File: src/rtl/signal_types_pkg.sv
`default_nettype none
// ------------------------------------------------------------------
// signal_types_pkg : shared DAC sample and bank-scheduler types (rev 1.0)
// ------------------------------------------------------------------
package signal_types_pkg;

   localparam int unsigned DAC_CH_WIDTH = 16;

   typedef struct packed {
      logic [DAC_CH_WIDTH-1:0] ch1;
      logic [DAC_CH_WIDTH-1:0] ch0;
   } dac_sample_t;

   typedef enum logic [1:0] {
      EMPTY    = 2'd0,
      PLAY     = 2'd1,
      PEND     = 2'd2,
      STOPPING = 2'd3
   } dac_sched_state_t;

endpackage
`default_nettype wire

File: src/rtl/dac_bank_scheduler_if.sv
`default_nettype none
// ------------------------------------------------------------------
// dac_bank_scheduler_if : CPU/config bus into the bank scheduler (rev 1.0)
// ------------------------------------------------------------------
interface dac_bank_scheduler_if
   import signal_types_pkg::*;
#(
   parameter int unsigned ADDR_WIDTH = 11
);
   logic                  wr_en;
   logic [ADDR_WIDTH-1:0] addr;
   dac_sample_t           data;
   logic [ADDR_WIDTH-1:0] len;
   logic                  commit;
   logic                  stop;
   logic                  busy;
   logic                  err;

   modport master (
      output wr_en, addr, data, len, commit, stop,
      input  busy, err
   );

   modport slave (
      input  wr_en, addr, data, len, commit, stop,
      output busy, err
   );
endinterface
`default_nettype wire

File: src/rtl/dac_bank_scheduler.sv
`default_nettype none
// ------------------------------------------------------------------
// dac_bank_scheduler : ping-pong waveform bank swap at loop wrap (rev 1.0)
// ------------------------------------------------------------------
module dac_bank_scheduler
   import signal_types_pkg::*;
#(
   parameter int unsigned ADDR_WIDTH = 11
)(
   input  logic                  clk,
   input  logic                  rst_n,
   dac_bank_scheduler_if.slave   cfg,
   output logic                  bank_o,
   output logic                  play_en_o,
   output logic [ADDR_WIDTH-1:0] play_len_o,
   input  logic [ADDR_WIDTH-1:0] rd_addr_i,
   input  logic                  rd_en_i,
   output dac_sample_t           rd_data_o,
   output logic [ADDR_WIDTH:0]   mem_raddr_o,
   output logic                  mem_re_o,
   input  dac_sample_t           mem_rdata_i,
   output logic [ADDR_WIDTH:0]   mem_waddr_o,
   output logic                  mem_we_o,
   output dac_sample_t           mem_wdata_o
);

   dac_sched_state_t      state_q, state_d;
   logic                  bank_q, bank_d;
   logic                  play_en_q, play_en_d;
   logic [ADDR_WIDTH-1:0] play_len_q, play_len_d;
   logic [ADDR_WIDTH-1:0] pend_len_q, pend_len_d;
   logic                  err_q, err_d;
   logic                  we_q, we_d;
   logic [ADDR_WIDTH:0]   waddr_q, waddr_d;
   dac_sample_t           wdata_q, wdata_d;

   logic w_wrap;
   logic w_commit_ok;
   logic w_commit_rej;
   logic w_wr_rej;

   assign w_wrap      = rd_en_i && (rd_addr_i == play_len_q - ADDR_WIDTH'(1));
   // Stop always wins over a simultaneous commit.
   assign w_commit_ok = cfg.commit && !cfg.stop && (cfg.len != '0);

   always_comb begin
      state_d      = state_q;
      bank_d       = bank_q;
      play_en_d    = play_en_q;
      play_len_d   = play_len_q;
      pend_len_d   = pend_len_q;
      we_d         = 1'b0;
      waddr_d      = waddr_q;
      wdata_d      = wdata_q;
      w_commit_rej = 1'b0;
      w_wr_rej     = 1'b0;

      // The shadow bank is frozen between commit and swap.
      if (cfg.wr_en) begin
         if (state_q == PEND) begin
            w_wr_rej = 1'b1;
         end else begin
            we_d    = 1'b1;
            waddr_d = {~bank_q, cfg.addr};
            wdata_d = cfg.data;
         end
      end

      case (state_q)
         EMPTY: begin
            w_commit_rej = cfg.commit && !w_commit_ok;
            if (w_commit_ok) begin
               state_d    = PLAY;
               bank_d     = ~bank_q;
               play_len_d = cfg.len;
               play_en_d  = 1'b1;
            end
         end
         PLAY: begin
            w_commit_rej = cfg.commit && !w_commit_ok;
            if (cfg.stop) begin
               state_d = STOPPING;
            end else if (w_commit_ok) begin
               pend_len_d = cfg.len;
               state_d    = PEND;
            end
         end
         PEND: begin
            w_commit_rej = cfg.commit;
            if (cfg.stop) begin
               state_d = STOPPING;
            end else if (w_wrap) begin
               bank_d     = ~bank_q;
               play_len_d = pend_len_q;
               state_d    = PLAY;
            end
         end
         STOPPING: begin
            w_commit_rej = cfg.commit;
            if (w_wrap) begin
               play_en_d = 1'b0;
               state_d   = EMPTY;
            end
         end
         default: state_d = EMPTY;
      endcase

      err_d = w_commit_rej || w_wr_rej;
   end

   always_ff @(posedge clk or negedge rst_n) begin
      if (!rst_n) begin
         state_q    <= EMPTY;
         bank_q     <= 1'b0;
         play_en_q  <= 1'b0;
         play_len_q <= '0;
         pend_len_q <= '0;
         err_q      <= 1'b0;
         we_q       <= 1'b0;
         waddr_q    <= '0;
         wdata_q    <= '0;
      end else begin
         state_q    <= state_d;
         bank_q     <= bank_d;
         play_en_q  <= play_en_d;
         play_len_q <= play_len_d;
         pend_len_q <= pend_len_d;
         err_q      <= err_d;
         we_q       <= we_d;
         waddr_q    <= waddr_d;
         wdata_q    <= wdata_d;
      end
   end

   assign cfg.busy    = (state_q == PEND) || (state_q == STOPPING);
   assign cfg.err     = err_q;
   assign bank_o      = bank_q;
   assign play_en_o   = play_en_q;
   assign play_len_o  = play_len_q;
   assign mem_raddr_o = {bank_q, rd_addr_i};
   assign mem_re_o    = rd_en_i;
   assign rd_data_o   = mem_rdata_i;
   assign mem_waddr_o = waddr_q;
   assign mem_we_o    = we_q;
   assign mem_wdata_o = wdata_q;

endmodule
`default_nettype wire

File: src/flat_wrapper.sv
// flat-port wrapper written by rule: the top's interface ports become plain ports
module dac_bank_scheduler_flat import signal_types_pkg::*;
#(
   parameter int unsigned ADDR_WIDTH = 11
)
  (clk, rst_n, bank_o, play_en_o, play_len_o, rd_addr_i, rd_en_i, rd_data_o, mem_raddr_o, mem_re_o, mem_rdata_i, mem_waddr_o, mem_we_o, mem_wdata_o, cfg_wr_en, cfg_addr, cfg_data, cfg_len, cfg_commit, cfg_stop, cfg_busy, cfg_err);
  dac_bank_scheduler_if #(.ADDR_WIDTH(ADDR_WIDTH)) cfg_i ();
  input  logic clk;
  input  logic rst_n;
  output logic bank_o;
  output logic play_en_o;
  output logic [ADDR_WIDTH-1:0] play_len_o;
  input  logic [ADDR_WIDTH-1:0] rd_addr_i;
  input  logic rd_en_i;
  output dac_sample_t rd_data_o;
  output logic [ADDR_WIDTH:0] mem_raddr_o;
  output logic mem_re_o;
  input  dac_sample_t mem_rdata_i;
  output logic [ADDR_WIDTH:0] mem_waddr_o;
  output logic mem_we_o;
  output dac_sample_t mem_wdata_o;
  input wire logic [$bits(cfg_i.wr_en)-1:0] cfg_wr_en;
  input wire logic [$bits(cfg_i.addr)-1:0] cfg_addr;
  input wire logic [$bits(cfg_i.data)-1:0] cfg_data;
  input wire logic [$bits(cfg_i.len)-1:0] cfg_len;
  input wire logic [$bits(cfg_i.commit)-1:0] cfg_commit;
  input wire logic [$bits(cfg_i.stop)-1:0] cfg_stop;
  output wire logic [$bits(cfg_i.busy)-1:0] cfg_busy;
  output wire logic [$bits(cfg_i.err)-1:0] cfg_err;
  assign cfg_i.wr_en = cfg_wr_en;
  assign cfg_i.addr = cfg_addr;
  assign cfg_i.data = cfg_data;
  assign cfg_i.len = cfg_len;
  assign cfg_i.commit = cfg_commit;
  assign cfg_i.stop = cfg_stop;
  assign cfg_busy = cfg_i.busy;
  assign cfg_err = cfg_i.err;
  dac_bank_scheduler #(.ADDR_WIDTH(ADDR_WIDTH)) u_core (.clk(clk), .rst_n(rst_n), .cfg(cfg_i), .bank_o(bank_o), .play_en_o(play_en_o), .play_len_o(play_len_o), .rd_addr_i(rd_addr_i), .rd_en_i(rd_en_i), .rd_data_o(rd_data_o), .mem_raddr_o(mem_raddr_o), .mem_re_o(mem_re_o), .mem_rdata_i(mem_rdata_i), .mem_waddr_o(mem_waddr_o), .mem_we_o(mem_we_o), .mem_wdata_o(mem_wdata_o));
endmodule
File: config.mk
export PLATFORM = sky130hd
export DESIGN_NAME = dac_bank_scheduler_flat
export DESIGN_NICKNAME = d
export VERILOG_FILES = /design/src/rtl/signal_types_pkg.sv /design/src/rtl/dac_bank_scheduler_if.sv /design/src/rtl/dac_bank_scheduler.sv /design/src/flat_wrapper.sv
export SDC_FILE = /design/constraint.sdc
export NUM_CORES = 1
export LEC_CHECK = 0
export ABC_CLOCK_PERIOD_IN_PS = 6400
export BUFFER_PORTS_ARGS = -buffer_cell sky130_fd_sc_hd__buf_4
export CORE_MARGIN = 1
export CORE_UTILIZATION = 48
export DETAILED_ROUTE_END_ITERATION = 8
export PLACE_DENSITY = 0.86
export SLEW_MARGIN = 25
export SYNTH_ARGS = -nofsm -noshare
export SYNTH_HDL_FRONTEND = slang
export SYNTH_SLANG_ARGS = --single-unit
File: constraint.sdc
create_clock -name clk -period 6.4 [get_ports clk]
set_clock_uncertainty 0.15 [all_clocks]
set_input_delay 0.32 -clock clk [delete_from_list [all_inputs] [get_ports clk]]
set_output_delay 0.32 -clock clk [all_outputs]
set_load 0.01 [all_outputs]
==> reports/metrics.csv, run 1 <==
metric;value;unit
status;finished clean;
Register Area;1800;um^2
CP max-delay cell;or4_1;
Synth area leader;dfrtp_1;
most frequent cells in the layout;buf_4, dfrtp_1, mux2_1;
cell-internal power;0.871;mW
Setup Fix Bufs, Post-CTS;0;
Yosys Warn Count;0;
switch share;28.5;%
Gate Count Post-Synth;329;
1st-pass router iterations;4;
top post-synthesis cells by area;dfrtp_1, mux2_1, buf_4, o32a_1, mux2_2;
post-cts resize count;0;
Die ar.;8080;um^2
R2R setup slack;3.09;ns
GRT Residual Overflow;0;
crit start category;flop;
antenna violations before repair;0;
min-delay worst type;input pin to flop;
crit share post-route;51.7;%
first-pass GRT wire length;14.0;mm
final setup fails;0;
worst hold slack;0.0303;ns
Post-synth EDFFs;0;
worst r2r path cells;8;
Logic pwr share;23.4;%
routed vias/inst;5.50;
max incr delay on CP;0.72;ns
Final Hold Viols;0;
most common cell after layout, fill and taps aside;buf_4;
maximum VDD drop;0.000166;V
FILL cells;591;
Total GRT Usage;21.5;%
final count of pins violating max slew;0;
Setup CP Type;flop to flop;
die outline height;89.9;um
Vias;2897;
multi-input logic area;1480;um^2
Cell Chain, Critical Path;inv_1 -> ha_1 -> or4b_4 -> o22ai_2 -> o41ai_1 -> or4_1 -> nor3_2 -> o21ai_1;
post-synth top area share;48.6;%
min Tclk post-route;3.31;ns
Clock Power Share;32.5;%
H-tree depth;3;
Leak;2.24;nW
Nets;527;
Max Fclk;302;MHz
PD cells;257;nW/um^2
Synth Flop Type;dfrtp_1;
Crit Reg-Reg Startpoint;u_core.play_len_o[0];
Final TNS setup;0;ns
post-synth cell types;47;
Post-Syn Nets;433;
Worst EP required;6.44;ns
IO buf count;143;
# hold bufs at CTS;1;
Clock Tree Root;clkbuf_8;
Sink Count;72;
switching pwr;0.348;mW
Final GP Congestion;0.854;
Max-cap violations;0;
vias in the first global route;2935;
placed insts;510;
unrepaired setup endpoints after global routing;no;
largest net degree at the start of global routing;73;
Rows;31;
DR iter-0 viols;213;
Clock transition at path regs;0.09;ns
post-synthesis cell area;3710;um^2
Clock Latency Late Sink;0.34;ns
fin cells;527;
io pins;208;
Avg Inst Size Synth;11.3;um^2
crit path launch;u_core.play_len_o[0];
post-synthesis sequential area ratio;48.6;%
Die Span X;89.9;um
CP Data Arrival Time;3.35;ns
largest fanout on the critical path;17;
Flop pwr share;44.1;%
TritonCTS clock tree;built;
Antenna diodes;0;
Reg-to-Reg End;u_core.play_len_o[4];
CORE AREA;7370;um^2
layout cells sized above 1;41.1;%
WL final;8.34;mm
hold path start;cfg_data[23];
Async SR Flop Fraction;100;%
HPWL after DPL;6.00;mm
residual DRC count;0;
Inserted Clock Buffers;9;
WL/cell;15.8;um
crit end category;flop;
Area Growth Syn to Fin;27.9;%
final antenna-violating net count;0;
#FFs+latches synth;72;
clk buf depth;2;
Critical Path End;u_core.play_len_o[4];
Slew Limit Headroom;42.1;%
actual slew at the worst max-slew pin;0.868;ns
initial core utilization;50.3;%
[logic make-up (layout without fill, tap and decap cells)]
family          after synthesis  count (layout)  share of synthesized area (%)
flops                        72              72                           48.6
buf+inv                      70             169                           11.9
simple gates                 63              63                           9.14
compound gates               58              58                           11.0
mux                          54              54                           16.4
xor+xnor                     11              11                           2.60
fa+ha+maj                     1               1                          0.337
[cell type report]
cell class	instances	area share, %
tap	99	2.61
clock inverter	6	1.95
sequential	72	38.0
inverter	8	0.633
multi-input combinational	187	31.1
clock buffer	10	2.69
timing repair buffer	145	23.0
[power groups by stage]
stage	sequential [mW]	combinational, mW	clock [mW]
detailed placement	0.547	0.285	0
CTS	0.538	0.287	0.406
global placement	0.543	0.278	0
finish	0.538	0.285	0.396
floorplan	0.561	0.148	0
global route	0.544	0.311	0.421
[worst min path at each step]
stage                                   to  slack, ns  cells after the start
finish              u_core.mem_wdata_o[23]       0.03                      2
global route        u_core.mem_wdata_o[23]       0.02                      2
CTS                 u_core.mem_wdata_o[18]       0.02                      2
detailed placement  u_core.mem_wdata_o[14]       0.33                      1
global placement    u_core.mem_waddr_o[11]       0.32                      2
floorplan                    u_core.bank_o      -0.13                      0
[flip-flops by register name, indices dropped and copies added, names as in the netlist]
signal and cells:
u_core.state_q 2, u_core.mem_we_o 1, u_core.mem_waddr_o 12, u_core.pend_len_q 11
u_core.bank_o 1, u_core.cfg.err 1, u_core.play_en_o 1, u_core.mem_wdata_o 32
u_core.play_len_o 11
[Yosys cell counts (2+ instances only)]
master	instances
a211oi_1	2
a21oi_1	6
and3_1	2
buf_2	3
buf_4	45
clkbuf_1	13
dfrtp_1	72
inv_1	6
inv_2	2
mux2_1	46
mux2_2	8
nand2_1	20
nand2b_1	3
nand3_1	12
nor2_1	7
nor3_1	4
nor4_1	3
o2111ai_1	3
o21ai_0	14
o21ai_1	11
o32a_1	11
or4_1	2
xnor2_1	3
xor2_1	8
[layer usage]
metal	GRT usage (%)	up-vias	wire length, um
met2	36.3	127	4160
met1	24.9	1407	3250
met4	12.1	0	283
li1	-	1328	-
met5	0	-	0
met3	5.50	35	647
[worst max-delay path, delay by kind of cell (launching register included)]
| kind | cells | cell delay (ns) |
|---|---|---|
| flops | 1 | 0.43 |
| buf+inv | 1 | 0.08 |
| compound gates | 3 | 0.40 |
| fa+ha+maj | 1 | 0.20 |
| simple gates | 3 | 1.90 |
[stage by stage]
step	worst slack (ns)	utilization, %	power (mW)	cell area (um^2)
2_1_floorplan	3.68	-	0.709	3710
3_5_place_dp	2.79	61.1	0.832	4500
5_1_grt	2.87	64.4	1.28	4740
6_report	3.09	64.4	1.22	4740
4_1_cts	2.71	64.2	1.23	4730
3_3_place_gp	2.96	61.1	0.821	4500
Power figures use the tool's default switching activity.
==> run 2: changes to the inputs <==
--- a/config.mk
+++ b/config.mk
@@ -5,12 +5,12 @@
 export SDC_FILE = /design/constraint.sdc
 export NUM_CORES = 1
 export LEC_CHECK = 0
-export ABC_CLOCK_PERIOD_IN_PS = 6400
+export ABC_CLOCK_PERIOD_IN_PS = 2810
 export BUFFER_PORTS_ARGS = -buffer_cell sky130_fd_sc_hd__buf_4
 export CORE_MARGIN = 1
-export CORE_UTILIZATION = 48
+export CORE_UTILIZATION = 40
 export DETAILED_ROUTE_END_ITERATION = 8
-export PLACE_DENSITY = 0.86
+export PLACE_DENSITY = 0.76
 export SLEW_MARGIN = 25
 export SYNTH_ARGS = -nofsm -noshare
 export SYNTH_HDL_FRONTEND = slang
==> constraint.sdc (replaced) <==
create_clock -name clk -period 2.81 [get_ports clk]
set_clock_uncertainty 0.15 [all_clocks]
set_input_delay 0.1405 -clock clk [delete_from_list [all_inputs] [get_ports clk]]
set_output_delay 0.1405 -clock clk [all_outputs]
set_load 0.01 [all_outputs]
==> run 2 against run 1 <==
Against the previous run: the run now ends with DRC left; largest power group unchanged; hold slack improved by 0.012 ns; sequential share of layout area decreased by 4.8 points; via count increased by 9.8%; critical path depth increased by 1; routed wire length increased by 21%; non-clock buffer count increased by 68.
==> reports/metrics.csv, run 2 (synthesized netlist as in run 1, its figures left out) <==
metric;value;unit;change
WP depth;9;;+1
Setup CP Type;flop to flop;;
largest fanout on the critical path;8;;-9
Clock Tree Root;clkbuf_8;;
Inserted Clock Buffers;9;;unchanged
final antenna-violating net count;0;;unchanged
1st-pass router iterations;9;;+5
routed vias/inst;5.28;;-4.0%
residual DRC count;14;;+14
actual slew at the worst max-slew pin;0.878;ns;+0.00998 ns
crit path launch;u_core.play_len_o[1];;
crit end category;flop;;
Max Fclk;367;MHz;+21%
most frequent cells in the layout;buf_4, dfrtp_1, dlygate4sd3_1;;
unrepaired setup endpoints after global routing;no;;
crit share post-route;97.0;%;+45 points
Clock Latency Late Sink;0.33;ns;about the same
max incr delay on CP;0.50;ns;-0.22 ns
clk buf depth;2;;unchanged
worst hold slack;0.0419;ns;+0.0116 ns
Crit Reg-Reg Startpoint;u_core.play_len_o[1];;
TritonCTS clock tree;built;;
crit-path leading delay family;simple AND/OR/NAND/NOR gates;;
initial core utilization;41.9;%;-8.4 points
Rows;34;;+9.7%
Slew Limit Headroom;41.5;%;-0.66 points
CP Data Arrival Time;2.84;ns;-0.51 ns
Max-cap violations;0;;unchanged
WL/cell;16.7;um;+5.8%
Cell Chain, Critical Path;inv_1 -> ha_4 -> or4b_4 -> o22ai_2 -> o41ai_1 -> or4_4 -> buf_6 -> o32a_1 -> o21ai_1;;
Die ar.;9660;um^2;+20%
most common cell after layout, fill and taps aside;buf_4;;
io pins;208;;unchanged
Vias;3182;;+9.8%
GRT Residual Overflow;0;;unchanged
Die Span X;98.3;um;+9.3%
HPWL after DPL;6.73;mm;+12%
Reg-to-Reg End;u_core.play_len_o[7];;
worst r2r path cells;9;;+1
DR iter-0 viols;136;;-36%
failing checks;DRC;;
status;complete, but fails checks;;
Area Growth Syn to Fin;46.5;%;
Final GP Congestion;0.862;;+0.88%
final setup fails;0;;unchanged
PD cells;514;nW/um^2;+100%
Nets;595;;+13%
Buf+Inv Stages, Crit Path;2;;+1
WL final;10.1;mm;+21%
CORE AREA;8850;um^2;+20%
Sink Count;72;;unchanged
Leak;2.54;nW;+13%
die outline height;98.3;um;+9.3%
min-delay worst type;input pin to flop;;
min Tclk post-route;2.73;ns;-0.581 ns
first-pass GRT wire length;16.0;mm;+15%
H-tree depth;3;;unchanged
final count of pins violating max slew;0;;unchanged
antenna violations before repair;1;;+1
Critical Path End;u_core.play_len_o[7];;
Clock transition at path regs;0.07;ns;-0.02 ns
R2R setup slack;0.08;ns;-3.01 ns
Final Power;2.79;mW;+130%
IO buf count;143;;unchanged
final core occ;61.4;%;-3.0 points
Total GRT Usage;21.2;%;-0.28 points
WHS Path Cells;4;;+2
Largest register FFs;32;;unchanged
largest net degree at the start of global routing;73;;unchanged
layout cells sized above 1;38.9;%;-2.3 points
maximum VDD drop;0.000340;V;+110%
Final Hold Viols;0;;unchanged
Worst EP required;2.92;ns;-3.52 ns
CP max-delay cell;or4b_4;;
crit start category;flop;;
vias in the first global route;3285;;+12%
## run 2: repair_timing
action,in CTS,in global routing
resized for setup,1,11
buffers inserted,0,1
endpoints found under the hold margin,127,0
pin swaps,0,0
hold buffers,57,0
gates cloned,0,0
endpoints found under the setup margin,1,15
## run 2: how the worst min path moves through the flow
stage	from	to	slack (ns)
after floorplan	rst_n	u_core.bank_o	-0.31
after global placement	mem_rdata_i[14]	rd_data_o[14]	0.13
after detailed placement	mem_rdata_i[14]	rd_data_o[14]	0.13
after CTS	cfg_stop	u_core.play_en_o	0.02
after global routing	cfg_stop	u_core.play_en_o	0.03
final	cfg_stop	u_core.play_en_o	0.04
## run 2: layout make-up
type                            count  area, um^2
Fill cell                         693        3420
Antenna cell                        1        2.50
Clock inverter                      3        43.8
Timing Repair Buffer              213        1760
Tap cell                          108         135
Multi-Input combinational cell    187        1510
Sequential cell                    72        1800
Clock buffer                       11         141
Inverter                            8        30.0
## run 2: per-stage QoR
| stage | std cells | area (um^2) | setup TNS, ns | worst slack (ns) |
|---|---|---|---|---|
| after floorplan | 329 | 3710 | 0 | 0.0942 |
| after global placement | 530 | 4610 | 0 | 0.111 |
| after detailed placement | 530 | 4610 | -0.0130 | -0.00898 |
| after CTS | 601 | 5370 | 0 | 0.00697 |
| after global routing | 603 | 5430 | 0 | 0.00814 |
| final | 603 | 5430 | 0 | 0.0831 |
## run 2: power breakdown
part           switching [mW]  leakage [nW]  internal (mW)
Clock                   0.361        0.0952          0.425
Combinational           0.360          1.56          0.423
Sequential             0.0819         0.880           1.14
Total                   0.802          2.54           1.99
## run 2: worst min-delay path, cell delays in order
cell and delay, ns:
buf_4 0.10, nor3_1 0.07, a21oi_1 0.15, nor2_1 0.05
## run 2: per-layer routing
metal | global-route usage [%] | vias up | wire length (um)
met5 | 0 | - | 0
met4 | 10.8 | 0 | 315
met3 | 5.73 | 38 | 754
met2 | 37.6 | 159 | 5400
met1 | 23.3 | 1527 | 3620
li1 | - | 1458 | -
